### src/rtl/alu_muldiv.sv
// alu_muldiv: single-cycle ALU with an iterative signed multiplier and an
// optional iterative signed divider sharing one control FSM.
// Build option: define ALU_MULDIV_DIV_EN to include the restoring divider;
// without it DIV (op 11) behaves as a reserved single-cycle opcode.
module alu_muldiv #(
    parameter int WIDTH   = 32,
    parameter int SHAMT_W = 5
) (
    input  logic               clk,
    input  logic               rst,
    input  logic               in_valid,
    output logic               in_ready,
    input  logic [3:0]         op,
    input  logic [WIDTH-1:0]   data1,
    input  logic [WIDTH-1:0]   data2,
    input  logic [SHAMT_W-1:0] shamt,
    output logic               out_valid,
    output logic [WIDTH-1:0]   result,
    output logic               overflow,
    output logic               zero,
    output logic [WIDTH-1:0]   hi,
    output logic [WIDTH-1:0]   lo,
    output logic               busy
);

    typedef enum logic [3:0] {
        OP_ADD  = 4'd0,  OP_SUB  = 4'd1,  OP_AND  = 4'd2,  OP_OR   = 4'd3,
        OP_SLL  = 4'd4,  OP_SRL  = 4'd5,  OP_SRA  = 4'd6,  OP_SGT  = 4'd7,
        OP_SLT  = 4'd8,  OP_NOR  = 4'd9,  OP_MULT = 4'd10, OP_DIV  = 4'd11,
        OP_MFHI = 4'd12, OP_MFLO = 4'd13
    } op_e;

    typedef enum logic [1:0] {S_IDLE, S_MUL, S_DIV, S_DONE} state_e;

    state_e               state_q, state_d;
    logic [SHAMT_W-1:0]   cnt_q, cnt_d;
    // Shared iteration register: MULT holds {partial product, multiplier},
    // DIV holds {remainder, dividend/quotient}.
    logic [2*WIDTH:0]     acc_q, acc_d;
    logic [WIDTH-1:0]     mcand_q, mcand_d;
    logic                 neg_q, neg_d;
    logic                 eq_q, eq_d;
    logic                 out_valid_q, out_valid_d;
    logic [WIDTH-1:0]     result_q, result_d;
    logic                 overflow_q, overflow_d;
    logic                 zero_q, zero_d;
    logic [WIDTH-1:0]     hi_q, hi_d;
    logic [WIDTH-1:0]     lo_q, lo_d;

    logic                 accept;
    logic [WIDTH-1:0]     mag1, mag2;
    logic [WIDTH:0]       mul_sum;
    logic [2*WIDTH-1:0]   prod;
    logic [WIDTH-1:0]     addend, sum, alu_res;
    logic                 alu_ovf;

`ifdef ALU_MULDIV_DIV_EN
    logic                 is_div_q, is_div_d;
    logic                 rsgn_q, rsgn_d;
    logic                 dz_q, dz_d;
    logic                 mn_q, mn_d;
    logic [WIDTH-1:0]     op1_q, op1_d;
    logic [WIDTH:0]       div_sh, div_diff;
    logic                 div_ge;
    logic [WIDTH-1:0]     quo, rem;

    assign div_sh   = {acc_q[2*WIDTH-1:WIDTH], acc_q[WIDTH-1]};
    assign div_diff = div_sh - {1'b0, mcand_q};
    assign div_ge   = (div_sh >= {1'b0, mcand_q});
    assign quo      = neg_q  ? (~acc_q[WIDTH-1:0] + 1'b1) : acc_q[WIDTH-1:0];
    assign rem      = rsgn_q ? (~acc_q[2*WIDTH-1:WIDTH] + 1'b1) : acc_q[2*WIDTH-1:WIDTH];
`endif

    assign accept    = in_valid && (state_q == S_IDLE);
    assign busy      = (state_q != S_IDLE);
    assign in_ready  = ~busy;
    assign mag1      = data1[WIDTH-1] ? (~data1 + 1'b1) : data1;
    assign mag2      = data2[WIDTH-1] ? (~data2 + 1'b1) : data2;
    assign mul_sum   = acc_q[2*WIDTH:WIDTH] + {1'b0, mcand_q};
    assign prod      = neg_q ? (~acc_q[2*WIDTH-1:0] + 1'b1) : acc_q[2*WIDTH-1:0];

    assign out_valid = out_valid_q;
    assign result    = result_q;
    assign overflow  = overflow_q;
    assign zero      = zero_q;
    assign hi        = hi_q;
    assign lo        = lo_q;

    // Single-cycle ALU result and ADD/SUB overflow from the presented operands
    always_comb begin
        alu_res = '0;
        alu_ovf = 1'b0;
        addend  = (op == OP_SUB) ? (~data2 + 1'b1) : data2;
        sum     = data1 + addend;
        case (op)
            OP_ADD, OP_SUB: begin
                alu_res = sum;
                alu_ovf = (data1[WIDTH-1] == addend[WIDTH-1]) && (sum[WIDTH-1] != data1[WIDTH-1]);
            end
            OP_AND:  alu_res = data1 & data2;
            OP_OR:   alu_res = data1 | data2;
            OP_SLL:  alu_res = data1 << shamt;
            OP_SRL:  alu_res = data1 >> shamt;
            OP_SRA:  alu_res = $signed(data1) >>> shamt;
            OP_SGT:  alu_res = WIDTH'($signed(data1) > $signed(data2));
            OP_SLT:  alu_res = WIDTH'($signed(data1) < $signed(data2));
            OP_NOR:  alu_res = ~(data1 | data2);
            OP_MFHI: alu_res = hi_q;
            OP_MFLO: alu_res = lo_q;
            default: alu_res = '0;
        endcase
    end

    // Next-state, iteration datapath and registered-output update
    always_comb begin
        state_d     = state_q;
        cnt_d       = cnt_q;
        acc_d       = acc_q;
        mcand_d     = mcand_q;
        neg_d       = neg_q;
        eq_d        = eq_q;
        out_valid_d = 1'b0;
        result_d    = result_q;
        overflow_d  = overflow_q;
        zero_d      = zero_q;
        hi_d        = hi_q;
        lo_d        = lo_q;
`ifdef ALU_MULDIV_DIV_EN
        is_div_d    = is_div_q;
        rsgn_d      = rsgn_q;
        dz_d        = dz_q;
        mn_d        = mn_q;
        op1_d       = op1_q;
`endif
        case (state_q)
            S_IDLE: begin
                if (accept) begin
                    eq_d  = (data1 == data2);
                    cnt_d = '0;
                    neg_d = data1[WIDTH-1] ^ data2[WIDTH-1];
`ifdef ALU_MULDIV_DIV_EN
                    is_div_d = (op == OP_DIV);
`endif
                    if (op == OP_MULT) begin
                        state_d = S_MUL;
                        acc_d   = {{(WIDTH+1){1'b0}}, mag2};
                        mcand_d = mag1;
                    end
`ifdef ALU_MULDIV_DIV_EN
                    else if (op == OP_DIV) begin
                        state_d = S_DIV;
                        acc_d   = {{(WIDTH+1){1'b0}}, mag1};
                        mcand_d = mag2;
                        rsgn_d  = data1[WIDTH-1];
                        dz_d    = (data2 == '0);
                        mn_d    = (data1 == {1'b1, {(WIDTH-1){1'b0}}}) && (data2 == '1);
                        op1_d   = data1;
                    end
`endif
                    else begin
                        out_valid_d = 1'b1;
                        result_d    = alu_res;
                        overflow_d  = alu_ovf;
                        zero_d      = (data1 == data2);
                    end
                end
            end
            S_MUL: begin
                // Add multiplicand into the upper half on a set LSB, then shift right.
                acc_d = {1'b0, (acc_q[0] ? mul_sum : acc_q[2*WIDTH:WIDTH]), acc_q[WIDTH-1:1]};
                cnt_d = cnt_q + 1'b1;
                if (&cnt_q) state_d = S_DONE;
            end
`ifdef ALU_MULDIV_DIV_EN
            S_DIV: begin
                acc_d = {(div_ge ? div_diff : div_sh), acc_q[WIDTH-2:0], div_ge};
                cnt_d = cnt_q + 1'b1;
                if (&cnt_q) state_d = S_DONE;
            end
`endif
            S_DONE: begin
                state_d     = S_IDLE;
                out_valid_d = 1'b1;
                zero_d      = eq_q;
                overflow_d  = 1'b0;
                hi_d        = prod[2*WIDTH-1:WIDTH];
                lo_d        = prod[WIDTH-1:0];
                result_d    = prod[WIDTH-1:0];
`ifdef ALU_MULDIV_DIV_EN
                if (is_div_q) begin
                    if (dz_q) begin
                        hi_d       = op1_q;
                        lo_d       = '1;
                        result_d   = '1;
                        overflow_d = 1'b1;
                    end else begin
                        hi_d       = rem;
                        lo_d       = quo;
                        result_d   = quo;
                        overflow_d = mn_q;
                    end
                end
`endif
            end
            default: state_d = S_IDLE;
        endcase
    end

    // FSM state register
    always_ff @(posedge clk) begin
        if (rst) state_q <= S_IDLE;
        else     state_q <= state_d;
    end

    // Datapath and output registers
    always_ff @(posedge clk) begin
        if (rst) begin
            cnt_q       <= '0;
            acc_q       <= '0;
            mcand_q     <= '0;
            neg_q       <= 1'b0;
            eq_q        <= 1'b0;
            out_valid_q <= 1'b0;
            result_q    <= '0;
            overflow_q  <= 1'b0;
            zero_q      <= 1'b0;
            hi_q        <= '0;
            lo_q        <= '0;
`ifdef ALU_MULDIV_DIV_EN
            is_div_q    <= 1'b0;
            rsgn_q      <= 1'b0;
            dz_q        <= 1'b0;
            mn_q        <= 1'b0;
            op1_q       <= '0;
`endif
        end else begin
            cnt_q       <= cnt_d;
            acc_q       <= acc_d;
            mcand_q     <= mcand_d;
            neg_q       <= neg_d;
            eq_q        <= eq_d;
            out_valid_q <= out_valid_d;
            result_q    <= result_d;
            overflow_q  <= overflow_d;
            zero_q      <= zero_d;
            hi_q        <= hi_d;
            lo_q        <= lo_d;
`ifdef ALU_MULDIV_DIV_EN
            is_div_q    <= is_div_d;
            rsgn_q      <= rsgn_d;
            dz_q        <= dz_d;
            mn_q        <= mn_d;
            op1_q       <= op1_d;
`endif
        end
    end

endmodule

### config.mk
export PLATFORM = sky130hd
export DESIGN_NAME = alu_muldiv
export DESIGN_NICKNAME = d
export VERILOG_FILES = /design/src/rtl/alu_muldiv.sv
export SDC_FILE = /design/constraint.sdc
export NUM_CORES = 1
export LEC_CHECK = 0
export ABC_AREA = 1
export CORE_ASPECT_RATIO = 0.7
export CORE_MARGIN = 4
export CORE_UTILIZATION = 25
export CTS_CLUSTER_DIAMETER = 40
export DETAILED_ROUTE_END_ITERATION = 6
export SLEW_MARGIN = 5
export SYNTH_ARGS = -nofsm -noshare
export SYNTH_HDL_FRONTEND = slang
export SYNTH_SLANG_ARGS = --single-unit
### constraint.sdc
create_clock -name clk -period 3.5 [get_ports clk]
set_input_delay 0.7 -clock clk [delete_from_list [all_inputs] [get_ports clk]]
set_output_delay 0.7 -clock clk [all_outputs]
set_load 0.1 [all_outputs]
======== Word-level counts from Yosys, hierarchy flattened ========
Index checks and enable logic that the tools add are counted.
cells by class
  bitwise operators ....................... 8
  reductions and logical operators ........ 15
  add/subtract/negate cells ............... 6
  shift operators ......................... 3
  eq/ne operators ......................... 21
  multiplexer cells ....................... 28
  order comparisons ....................... 2
operators with widths
  operator               number
  $pmux 32 s11           1
  $mux 32                5
  $mux 65                2
  $pmux 65 s2            1
  $not 32->32            3
  $add 32x1->32 const B  2
  $add 64x1->64 const B  1
  $mux 64                1
  $not 64->64            1
  $pmux 32 s2            1
  $add 33x32->33         1
  $mux 33                1
  $add 32x32->32         1
  $and 32x32->32         1
  $eq 32x32->1           1
  $gt 32x32->1           1
  $lt 32x32->1           1
  $or 32x32->32          1
  $shl 32x5->32          1
  $shr 32x5->32          1
  $sshr 32x5->32         1
  $eq 4x4->1 const B     5
  $eq 4x3->1 const B     4
  $reduce_and 3->1       4
  other kinds (24)       41
word-level totals
  register bits after elaboration ......... 205
  input bits .............................. 76

======== Logic depth before layout (Yosys ltp) ========
  depth after elaboration ................. 10
  gate-level depth with buffers ........... 25
  mapped depth without buffers ............ 25

======== Least setup slack after synthesis ========
No wires, ideal clock.
  path kind ............................... input port to flip-flop
  from .................................... input data2[1]
  to ...................................... register result_q[31], in the netlist result[31]
  arrival ................................. 3,320 ps
  stages on the path ...................... 22
  setup slack ............................. 109 ps
  setup time .............................. 71 ps
  data required time ...................... 3,429 ps
  path through ............................ inv_1 ha_1 inv_1 nor3_4 inv_1 nor2_2 nand2_1 o21ai_0 o21ai_0 ha_1 a21oi_1 o21a_1 nor2_1 nor2_1 nand2_1 nand2_1 nand2_1 nand2_1 nand3_1 nand2_1 nand2_1 a21oi_1
between the ends
  longest elaborated chain between the ends .. 8
ends and longest elaborated chain
  what                  line  RTL
  start, declared       15    input logic [WIDTH-1:0] data2,
  $not 32->32           93    addend = (op == OP_SUB) ? (~data2 + 1'b1) : data2;
  $add 32x1->32         93
  $mux 32 (*)           93
  $add 32x32->32 (*)    94    sum = data1 + addend;
  $pmux 32 s11 (*)      95    case (op)
  $mux 32 (*)           144   if (op == OP_MULT) begin
  $mux 32 (*)           137   if (accept) begin
  $pmux 32 s2 (*)       135   case (state_q)
  end signal, assigned  243   result_q <= result_d;
  end, declared         44    logic [WIDTH-1:0] result_q, result_d;
Mark *: on every way between the ends. The rest lies on a longest branch, timed or not. The select of a mux whose other input is x is not followed.
A chain may end at the register's enable or synchronous reset.

======== Worst setup path in the final report ========
  from .................................... input op[0]
  to ...................................... register result_q[5], in the netlist result[5]
between the ends
  longest elaborated chain between the ends .. 7
ends and longest elaborated chain
  what             line    RTL
  start, declared  13      input logic [3:0] op,
  $eq 4x1->1       93, 95
  $mux 32          93
  $add 32x32->32   94
  $pmux 32 s11     95
  $mux 32          144
  $mux 32          137
  $pmux 32 s2      135
Parallel ways exist; a longest one is shown, timed or not. The select of a mux whose other input is x is not followed.

==> impl_metrics.yaml <==
floorplan:
  start_util_pct: 25.4
  core_area_um2: 90700
  die_y_um: 262
  die_w_um: 371
  core.rowCount: 92
  io_pins: 177
  die-area_um2: 97200
cells_and_area:
  syn_to_final_growth_pct: 37.7
  seq_area_um2: 4090
  most-common-layout-cells: "nand2_1, buf_4, nand3_1"
  multiInputGateArea_um2: 17200
  stdcell_area_um2: 31700
  final_common_cell: "nand2_1"
  fin_nets: 4816
  post-route-util_pct: 35.0
  final_layout_size_suffix_gt1_share_pct: 20.3
  fillers: 10100
routing:
  ant_nets: 0
  dr.pass1.iters: 6
  finalWirelength_mm: 144
  via_count: 31300
  wire_per_inst_um: 24.8
  route.met2.wl_mm: 52.9
  wl_met1_mm: 67.7
  drtIter0Drc: 5172
  drcViolationCount: 0
  dr_wl_met3_mm: 19.6
  routed.top_layer: "met5"
  avgViaCountPerCell: 5.38
clock_network:
  clk_latency_ns: 0.60
  cts_tree: "done"
  clkSlewWorstSetupHoldPaths_ns: 0.06
  cts_buffers: 42
  clockBufferDepth: 3
  cts_max_level: 2
  hold_buffers: 0
  clock_sinks: 204
  cts_root_buffer: "clkbuf_16"
worst_setup_path:
  path_class: "input port to register"
  cp_data_arrival_time_ns: 3.97
  crit_path_end_kind: "register"
  cp-startpoint: "op[0]"
  worstPathMaxFanout: 25
  crit_path_end: "result[5]"
  r2r-start: "acc_q[38]"
  startpoint_type: "input port"
  cp.required_ns: 3.99
  r2r_slack_ns: 0.60
  ff2ff_path_depth: 13
  worst_r2r_endpoint: "acc_q[48]"
synthesis:
  synth_top_cell_area_share_pct: 17.7
  ys.warnings.count: 0
  syn_inst: 4000
  syn_nets: 4251
  synth_seq_cells: 204
  synth_area_um2: 23000
  seq_area_frac_synth_pct: 17.7
  synth.area.top_cells: "dfxtp_1, nand2_1, ha_1"
  syn_area_per_cell_um2: 5.76
  synth_cell_types: 58
  ys.flop_type: "dfxtp_1"
  synth_edf_count: 0
  async_reset_ff_share_pct: 0
  yosys.area.top_type: "dfxtp_1"
sta:
  max_freq_ghz: 0.288
  setup_ws_ns: 0.0229
  min_period_ns: 3.48
  hold_viol_final: 0
  tightest_slew_ns: 0.991
  fin_skew_ns: 0.0294
  setup_viol_count_final: 0
  fin_crit_sh_pct: 99.3
  slew_headroom_pct: 33.7
  report.final.slew_viol_count: 0
  rsz0062_at_grt: "yes"
global_route:
  first_global_vias: 27200
  grt_usage_pct: 28.2
  gr-total-overflow: 0
  antenna_found_initial: 7
  grt_pass1_wl_mm: 198
  grt_max_degree: 71
placement:
  dp_slack_ns: -0.890
  gp_congestion: 1.08
  dp_hpwl_mm: 119
  port_buffers: 176
  placed_area_um2: 29500
power:
  ir_worst_vdd_mv: 0.272
  p_per_area_nw_per_um2: 404
  leakagePower_nw: 15.1
  finalPower_w: 0.0128
flow_run:
  drv_cap: 0
status:
  outcome: "completed"
min_path:
  whs_path_depth: 2
  min_path_type: "register to register"
-- synth_stat cells, types with 5 or more instances --
cell,number
a211oi_1,11
a21o_1,6
a21oi_1,399
a221oi_1,15
a31oi_1,8
and2_1,6
buf_1,21
buf_2,45
buf_4,8
clkbuf_1,108
dfxtp_1,204
ha_1,173
inv_1,399
inv_2,24
nand2_1,1049
nand2_2,9
nand3_1,410
nand3_2,5
nand3b_1,18
nand4_1,60
nor2_1,381
nor2_2,9
nor2_4,9
nor3_1,65
nor4_1,14
o211ai_1,68
o21a_1,21
o21ai_0,275
o21ai_1,29
o21bai_1,18
o221ai_1,10
o22ai_1,6
or2_2,14
xor2_1,53
-- how the worst min path moves through the flow --
stage	from	to
final	cnt_q[4]	cnt_q[4]
after global routing	cnt_q[4]	cnt_q[4]
after CTS	cnt_q[4]	cnt_q[4]
after detailed placement	cnt_q[4]	cnt_q[4]
after global placement	cnt_q[4]	cnt_q[4]
after floorplan	cnt_q[4]	cnt_q[4]
-- power by group --
group | switching [W] | internal, W
Sequential | 0.000163 | 0.00248
Combinational | 0.00435 | 0.00185
Clock | 0.00165 | 0.00231
Total | 0.00616 | 0.00665
-- layer usage --
layer / track usage, % / up-vias
met2: 36.5 / 1982
met5: 0 / -
met3: 7.81 / 149
met4: 7.25 / 8
met1: 44.2 / 14700
li1: - / 14500
-- logic make-up after synthesis --
kind of cell | after synthesis | share of synthesized area, %
DFF | 204 | 17.7
buffers and inverters | 612 | 10.5
and+or+nand+nor | 2064 | 38.6
adders and majority gates | 175 | 9.57
xor gates and xnor gates | 57 | 2.17
AOI/OAI and AO/OA | 888 | 21.5
-- layout make-up --
cell class	instances	area share, %
Timing Repair Buffer	707	18.8
Tap cell	1222	4.82
Antenna cell	2	0.0158
Inverter	426	5.07
Clock buffer	47	3.40
Sequential cell	204	12.9
Clock inverter	31	0.919
Multi-Input combinational cell	3184	54.1
-- worst max-delay path, cell delays in order --
cell and delay, ns:
clkdlybuf4s50_1 0.52, nand2_1 0.10, nor2_2 0.16, buf_12 0.14, buf_8 0.21, nand2_1 0.10, o21ai_0 0.14, ha_1 0.30
buf_4 0.14, inv_1 0.08, nand2_1 0.09, nand3b_1 0.10, nand2_1 0.08, buf_4 0.18, o21ai_0 0.20, a21oi_2 0.10
nor3_1 0.17, nand2_1 0.24, nand2_1 0.13, a21oi_1 0.06
-- state kept, by name, summed over array words and instances, names as in the netlist --
name	cells
acc_q	64
hi	32
lo	32
mcand_q	32
result	32
cnt_q	5
state_q	2
eq_q	1
neg_q	1
out_valid	1
overflow	1
zero	1
-- metrics by stage --
stage | hold slack (ns) | instances | TNS, ns
2_1_floorplan | 0.443 | 4000 | 0
3_3_place_gp | 0.457 | 5722 | -22.20
3_5_place_dp | 0.462 | 5722 | -23.20
4_1_cts | 0.470 | 5804 | -0.00708
5_1_grt | 0.501 | 5822 | -0.106
6_report | 0.467 | 5823 | 0
-- what timing repair did --
item,in CTS,in global routing
endpoints found under the hold margin,0,0
pin swaps,7,43
buffers inserted,4,17
resized for setup,55,161
setup endpoints to repair,28,29
Note: power is estimated with default switching activity, not from simulation.
